<file path="src/rtl/sram_mac_lanes.sv">
// Multi-lane weight-stationary MAC: per-lane weight SRAM, broadcast activation.
// Two-stage pipeline (SRAM read, multiply/accumulate) behind an IDLE/INIT/RUN FSM.
//
// Ports:
//   clk, rst          clock, async active-high reset
//   pe_ce             clock enable; low freezes all state, valid_out forced low
//   init_enable       request weight (re)load
//   stop              leave RUN for IDLE
//   mode              0 = per-sample product, 1 = sum over DEPTH samples
//   in_valid          qualifies wdata_in (INIT) or act_in (RUN)
//   wdata_in          one weight per lane, lane 0 in LSBs
//   act_in            activation broadcast to all lanes
//   data_out          per-lane result, zero-extended, lane 0 in LSBs
//   valid_out         one-cycle pulse per result
//   init_done         high while in RUN
//   busy              high when not IDLE or pipeline holds a sample
module sram_mac_lanes #(
   parameter int DATA_WIDTH = 8,
   parameter int DEPTH      = 16,
   parameter int LANES      = 4,
   localparam int AW        = $clog2(DEPTH),
   localparam int ACC_WIDTH = 2*DATA_WIDTH+AW
) (
   input  logic                         clk,
   input  logic                         rst,
   input  logic                         pe_ce,
   input  logic                         init_enable,
   input  logic                         stop,
   input  logic                         mode,
   input  logic                         in_valid,
   input  logic [LANES*DATA_WIDTH-1:0]  wdata_in,
   input  logic [DATA_WIDTH-1:0]        act_in,
   output logic [LANES*ACC_WIDTH-1:0]   data_out,
   output logic                         valid_out,
   output logic                         init_done,
   output logic                         busy
);

   localparam int PW = 2*DATA_WIDTH;

   typedef enum logic [1:0] {
      IDLE = 2'd0,
      INIT = 2'd1,
      RUN  = 2'd2
   } state_t;

   state_t          state;
   logic [AW-1:0]   addr_ptr;
   logic            loaded;
   logic            run_mode;

   logic            at_last;
   logic            wr_en;
   logic            accept;
   logic            flush;
   logic            run_entry;

   // Stage 1: registered SRAM read plus sample side-band
   logic [LANES-1:0][DATA_WIDTH-1:0] rd_q;
   logic [DATA_WIDTH-1:0]            act_q;
   logic                             s1_vld;
   logic                             s1_last;
   logic                             s1_mode;

   // Stage 2: products, accumulators, output register
   logic [LANES-1:0][PW-1:0]         prod;
   logic [LANES-1:0][ACC_WIDTH-1:0]  sum;
   logic [LANES-1:0][ACC_WIDTH-1:0]  acc;
   logic [LANES-1:0][ACC_WIDTH-1:0]  dout_q;
   logic                             vld_q;

   assign at_last = (addr_ptr == AW'(DEPTH-1));

   assign wr_en = pe_ce && (state == INIT) && in_valid;

   // A transition cycle never accepts the sample presented with it
   assign accept = pe_ce && (state == RUN) && in_valid
                   && !init_enable && !stop;

   assign flush = pe_ce && (state == RUN) && init_enable;

   assign run_entry =
      (wr_en && at_last) ||
      (pe_ce && (state == IDLE) && !init_enable
       && in_valid && loaded);

   // ------------------------------------------------------------
   // Control FSM
   // ------------------------------------------------------------
   always_ff @(posedge clk or posedge rst) begin
      if (rst) begin
         state    <= IDLE;
         addr_ptr <= '0;
         loaded   <= 1'b0;
         run_mode <= 1'b0;
      end else if (pe_ce) begin
         case (state)
            IDLE: begin
               if (init_enable) begin
                  state    <= INIT;
                  addr_ptr <= '0;
               end else if (in_valid && loaded) begin
                  state    <= RUN;
                  addr_ptr <= '0;
                  run_mode <= mode;
               end
            end
            INIT: begin
               if (in_valid) begin
                  if (at_last) begin
                     state    <= RUN;
                     addr_ptr <= '0;
                     loaded   <= 1'b1;
                     run_mode <= mode;
                  end else begin
                     addr_ptr <= addr_ptr + AW'(1);
                  end
               end
            end
            RUN: begin
               if (init_enable) begin
                  state    <= INIT;
                  addr_ptr <= '0;
                  loaded   <= 1'b0;
               end else if (stop) begin
                  state    <= IDLE;
               end else if (in_valid) begin
                  addr_ptr <= addr_ptr + AW'(1);
               end
            end
            default: begin
               state    <= IDLE;
               addr_ptr <= '0;
            end
         endcase
      end
   end

   // ------------------------------------------------------------
   // Weight storage: one single-port RAM per lane, no reset
   // ------------------------------------------------------------
   for (genvar k = 0; k < LANES; k++) begin : g_lane
      logic [DATA_WIDTH-1:0] mem [DEPTH];

      always_ff @(posedge clk) begin
         if (wr_en)
            mem[addr_ptr] <= wdata_in[k*DATA_WIDTH +: DATA_WIDTH];
         if (accept)
            rd_q[k] <= mem[addr_ptr];
      end

      always_comb begin
         prod[k] = PW'(rd_q[k]) * PW'(act_q);
         sum[k]  = acc[k] + ACC_WIDTH'(prod[k]);
      end
   end

   // ------------------------------------------------------------
   // Stage 1 side-band
   // ------------------------------------------------------------
   always_ff @(posedge clk or posedge rst) begin
      if (rst) begin
         s1_vld  <= 1'b0;
         s1_last <= 1'b0;
         s1_mode <= 1'b0;
         act_q   <= '0;
      end else if (pe_ce) begin
         s1_vld <= accept;
         if (accept) begin
            act_q   <= act_in;
            s1_last <= at_last;
            s1_mode <= run_mode;
         end
      end
   end

   // ------------------------------------------------------------
   // Stage 2: multiply / accumulate / output
   // ------------------------------------------------------------
   always_ff @(posedge clk or posedge rst) begin
      if (rst) begin
         acc    <= '0;
         dout_q <= '0;
         vld_q  <= 1'b0;
      end else if (pe_ce) begin
         vld_q <= 1'b0;
         if (flush) begin
            // Reload request drops the sample sitting in stage 1
            acc <= '0;
         end else if (run_entry) begin
            acc <= '0;
         end else if (s1_vld) begin
            vld_q <= !s1_mode || s1_last;
            for (int k = 0; k < LANES; k++) begin
               if (!s1_mode) begin
                  dout_q[k] <= ACC_WIDTH'(prod[k]);
               end else if (s1_last) begin
                  // Emit full sum; next sample starts from zero
                  dout_q[k] <= sum[k];
                  acc[k]    <= '0;
               end else begin
                  acc[k]    <= sum[k];
               end
            end
         end
      end
   end

   assign data_out  = dout_q;
   assign valid_out = vld_q && pe_ce;
   assign init_done = (state == RUN);
   assign busy      = (state != IDLE) || s1_vld || vld_q;

endmodule

</file>
<file path="config.mk">
export PLATFORM = sky130hd
export DESIGN_NAME = sram_mac_lanes
export DESIGN_NICKNAME = d
export VERILOG_FILES = /design/src/rtl/sram_mac_lanes.sv
export SDC_FILE = /design/constraint.sdc
export NUM_CORES = 2
export LEC_CHECK = 0
export ABC_AREA = 0
export ABC_CLOCK_PERIOD_IN_PS = 16200
export CAP_MARGIN = 0
export CORE_MARGIN = 10
export CORE_UTILIZATION = 45
export DETAILED_ROUTE_END_ITERATION = 16
export GPL_TIMING_DRIVEN = 0
export PLACE_DENSITY = 0.73
export SETUP_SLACK_MARGIN = 0.5
export SLEW_MARGIN = 20
export SYNTH_ARGS = -nofsm -noshare
export SYNTH_HDL_FRONTEND = slang
export SYNTH_SLANG_ARGS = --single-unit
</file>
<file path="constraint.sdc">
create_clock -name clk -period 16.2 [get_ports clk]
set_input_delay 4.05 -clock clk [delete_from_list [all_inputs] [get_ports clk]]
set_output_delay 4.05 -clock clk [all_outputs]
set_load 0.05 [all_outputs]
</file>
==> impl_metrics.env <==
export IMPL_status="finished clean"
export IMPL_final_period_utilization_pct=64.8
export IMPL_detailedPlace_worstSlack_ns=5.78
export IMPL_crit_path_max_fanout=10
export IMPL_final_slew_viol_count=0
export IMPL_largest_cells_by_area_after_synthesis="edfxtp_1 (42%), dfrtp_1 (11%), mux4_2 (9.2%)"
export IMPL_initial_core_util_pct=45.3
export IMPL_design_final_nets=3553
export IMPL_cts_repair_resize_count=0
export IMPL_power_density_cell_area_mw_per_mm2=183
export IMPL_critical_path_max_stage_delay_ns=0.85
export IMPL_die_width_um=316
export IMPL_crit_slowest_cell="clkdlybuf4s50_1"
export IMPL_fraction_of_synthesis_flops_using_an_asynchronous_set_or_reset_pin_pct=24.9
export IMPL_synth_edf_count=544
export IMPL_worstReg2RegEnd="data_out[78]$_DFFE_PP0P_"
export IMPL_final_hold_violation_count=0
export IMPL_post_route_drc_count=0
export IMPL_mappedNetlistArea_sq_mm=0.0393
export IMPL_detail_route_wirelength_mm=103
export IMPL_start_kind="input pin"
export IMPL_timing_critical_path_to_type="output pin"
export IMPL_antenna_cells_inserted=0
export IMPL_boundaryPins=130
export IMPL_netlist_area_leader_share_pct=41.6
export IMPL_cts_root_buffer_cell="clkbuf_16"
export IMPL_routed_wl_per_cell_um=23.7
export IMPL_r2r_slack_ns=9.13
export IMPL_power_leakage_uw=0.0181
export IMPL_fmaxAchievable_ghz=0.0953
export IMPL_synth_cell_type_count=75
export IMPL_gpl_final_weighted_congestion=0.913
export IMPL_detailed_place_hpwl_mm=73.3
export IMPL_post_cts_setup_buffers=0
export IMPL_cts_tree="built"
export IMPL_critPathArrivalTime_ns=6.45
export IMPL_floorplan_die_height_um=316
export IMPL_crit_family="buffers and inverters"
export IMPL_critical_path_top_cell_by_count="clkdlybuf4s50_1"
export IMPL_postSynthCellCount=2894
export IMPL_first_pass_iters=6
export IMPL_hold_end="data_out[26]$_DFFE_PP0P_"
export IMPL_worst_setup_path_startpoint="pe_ce"
export IMPL_fin_util_pct=52.3
export IMPL_ir_drop_v=0.000137
export IMPL_antenna_violations_before_repair=6
export IMPL_clock_skews_ns=0.0453
export IMPL_worst_hold_path_num_cells=2
export IMPL_core_area_sq_mm=0.0868
export IMPL_timing_critical_path_cells="clkdlybuf4s50_1, clkbuf_1, and2_1, clkdlybuf4s50_1"
export IMPL_setup_ws_ns=5.70
export IMPL_detailroute_via_count=25013
export IMPL_maxCapViolations=0
export IMPL_synth_seq_area_share_pct=53.0
export IMPL_cts_hold_buf=0
export IMPL_fp_dieArea_sq_mm=0.0996
export IMPL_clock_sinks=724
export IMPL_fin_hold_ws_ns=0.483
export IMPL_fillerInstances=7134
export IMPL_ys_flop_type="edfxtp_1"
export IMPL_pin_count_of_the_biggest_net_entering_global_routing=77
export IMPL_worstHoldStart="data_out[26]$_DFFE_PP0P_"
export IMPL_maximum_level_of_the_cts_h_tree=3
export IMPL_grt_first_pass_wirelength_mm=156
export IMPL_cts_reportedPaths_clkPinSlew_ns=0.06
export IMPL_port_buffers=129
export IMPL_max_slew_margin_rel_pct=27.8
export IMPL_final_setup_viol_count=0
export IMPL_areaGrowthSynthToFinish_pct=15.4
export IMPL_required_ns=12.15
export IMPL_grt_setup_unrepaired="false"
export IMPL_slew_worst_pin_ns=1.08
export IMPL_timing_reg2reg_worst_path_depth=22
export IMPL_track_usage_pct=20.6
export IMPL_clock_latency_ns=0.66
export IMPL_first_global_vias=25092
export IMPL_max_clock_path_buffers=3
export IMPL_timing_worst_setup_path_type="in -> out"
export IMPL_numCtsBuffers=74
export IMPL_placement_rows=108
export IMPL_placed_cells=4217
export IMPL_final_antenna_net_count=0
export IMPL_regToRegStartpoint="act_q[3]$_DFFE_PP0P_"
export IMPL_layoutNonFillerInstCount=4352
export IMPL_via_to_cell_ratio=5.75
export IMPL_cp_buffers_inverters=3
export IMPL_post_synth_cell_area_avg_sq_um=13.6
export IMPL_post_route_cells_drive_above_1_share_pct=11.5
export IMPL_detail_route_iter0_violations=2400
export IMPL_hold_path_class="reg -> reg"
export IMPL_netlist_top_cell_by_area="edfxtp_1"
export IMPL_postSynthNetCount=3309
export IMPL_globalRoute_totalOverflow=0
export IMPL_setup_tns_final_ns=0
export IMPL_time_the_final_worst_path_needs_with_i_o_delays_and_setup_ns=10.50
export IMPL_ys_ff_latch=724
export IMPL_synthesis_yosys_warnings=0
==> cell usage after synthesis, types with 34 or more instances <==
master	instances
a21o_1	39
a21oi_1	103
a22o_1	53
and2_1	229
clkbuf_1	92
dfrtp_1	180
edfxtp_1	544
fa_1	148
ha_1	220
inv_1	238
mux4_2	160
nand2_1	220
nor2_1	80
o21ai_0	38
o21ai_1	109
xnor2_1	73
xor2_1	34
==> cell families (layout without fill, tap and decap cells) <==
kind of cell | after synthesis | in the layout | share of synthesized area, %
DFF | 724 | 724 | 53.0
and+or+nand+nor | 654 | 654 | 8.43
AOI/OAI and AO/OA | 485 | 485 | 8.09
adders and majority gates | 368 | 368 | 14.5
buffers and inverters | 362 | 665 | 3.50
muxes | 194 | 194 | 10.0
xor gates and xnor gates | 107 | 107 | 2.38
==> worst max-delay path by stage <==
stage          cells past startpoint                  endpoint  slack (ns)
6_report                           4                 valid_out        5.70
5_1_grt                            4                 valid_out        5.72
3_5_place_dp                       4                 valid_out        5.78
4_1_cts                            4                 valid_out        5.77
3_3_place_gp                       2  data_out[63]$_DFFE_PP0P_        4.43
2_1_floorplan                      1        acc[0]$_DFFE_PP0P_        7.26
==> registers in the layout (all words and copies together), names as in the netlist <==
register,flops
state,2
g_lane.mem,512
run_mode,1
s1_last,1
addr_ptr,4
rd_q,32
act_q,8
s1_vld,1
s1_mode,1
vld_q,1
acc,80
loaded,1
data_out,80
==> worst register-to-register path, stage by stage, from the launching register on <==
cell and delay, ns:
dfrtp_1 0.48, clkbuf_1 0.56, and2_1 0.26, fa_1 0.45, fa_1 0.51, fa_1 0.51, inv_1 0.06, fa_1 0.47
inv_1 0.04, ha_1 0.36, a2111oi_0 0.38, o21ai_1 0.15, a221oi_1 0.44, xnor2_1 0.25, ha_1 0.37, and4_1 0.24
and2_1 0.17, a221o_1 0.32, a31oi_1 0.29, o21ai_1 0.21, nand3_1 0.18, xnor2_1 0.17, o21ai_1 0.08
==> per-stage QoR <==
stage | cell area, sq um | total power (uW)
floorplan | 39300 | 5370
global route | 45400 | 8860
finish | 45400 | 8310
detailed placement | 42800 | 6480
global placement | 42000 | 6410
CTS | 45400 | 8300
==> metal layers <==
layer  routed length [um]  track usage (%)  up-vias
met5                   80                0        -
met4                 3880             7.91       12
li1                     -                -    11033
met1                41200             26.9    12608
met2                50100             34.4     1129
met3                 8010             3.28      231
==> where the power goes <==
| part | internal [uW] | switching (uW) | total (uW) |
|---|---|---|---|
| Combinational | 1690 | 2620 | 4310 |
| Clock | 1020 | 770 | 1790 |
| Sequential | 2120 | 85.0 | 2210 |
==> layout make-up <==
class | instances | area [sq um] | area share, %
Clock buffer | 87 | 1940 | 4.28
Sequential cell | 724 | 20800 | 45.9
Buffer | 123 | 488 | 1.08
Inverter | 239 | 905 | 1.99
Tap cell | 1155 | 1450 | 3.19
Multi-Input combinational cell | 1808 | 17200 | 37.9
Clock inverter | 48 | 584 | 1.29
Timing Repair Buffer | 168 | 1960 | 4.32
==> placed cells by master (no fill, tap or decap), types with 12 or more instances in the layout <==
cell type	count
edfxtp_1	544
inv_1	236
and2_1	229
nand2_1	220
ha_1	220
dfrtp_1	180
mux4_2	160
fa_1	148
clkdlybuf4s50_1	129
o21ai_1	109
a21oi_1	103
clkbuf_1	100
clkbuf_16	76
xnor2_1	73
nor2_1	69
a22o_1	53
a21o_1	39
o21ai_0	38
xor2_1	34
mux2i_1	33
nand3_1	29
nor2b_1	21
o21a_1	21
buf_16	16
buf_4	16
buf_2	15
a31oi_1	15
nand2b_1	14
a211oi_1	14
buf_1	13
nor3_1	12
o31ai_1	12
clkinv_2	12
No activity file was read; power rests on OpenSTA's default activity.
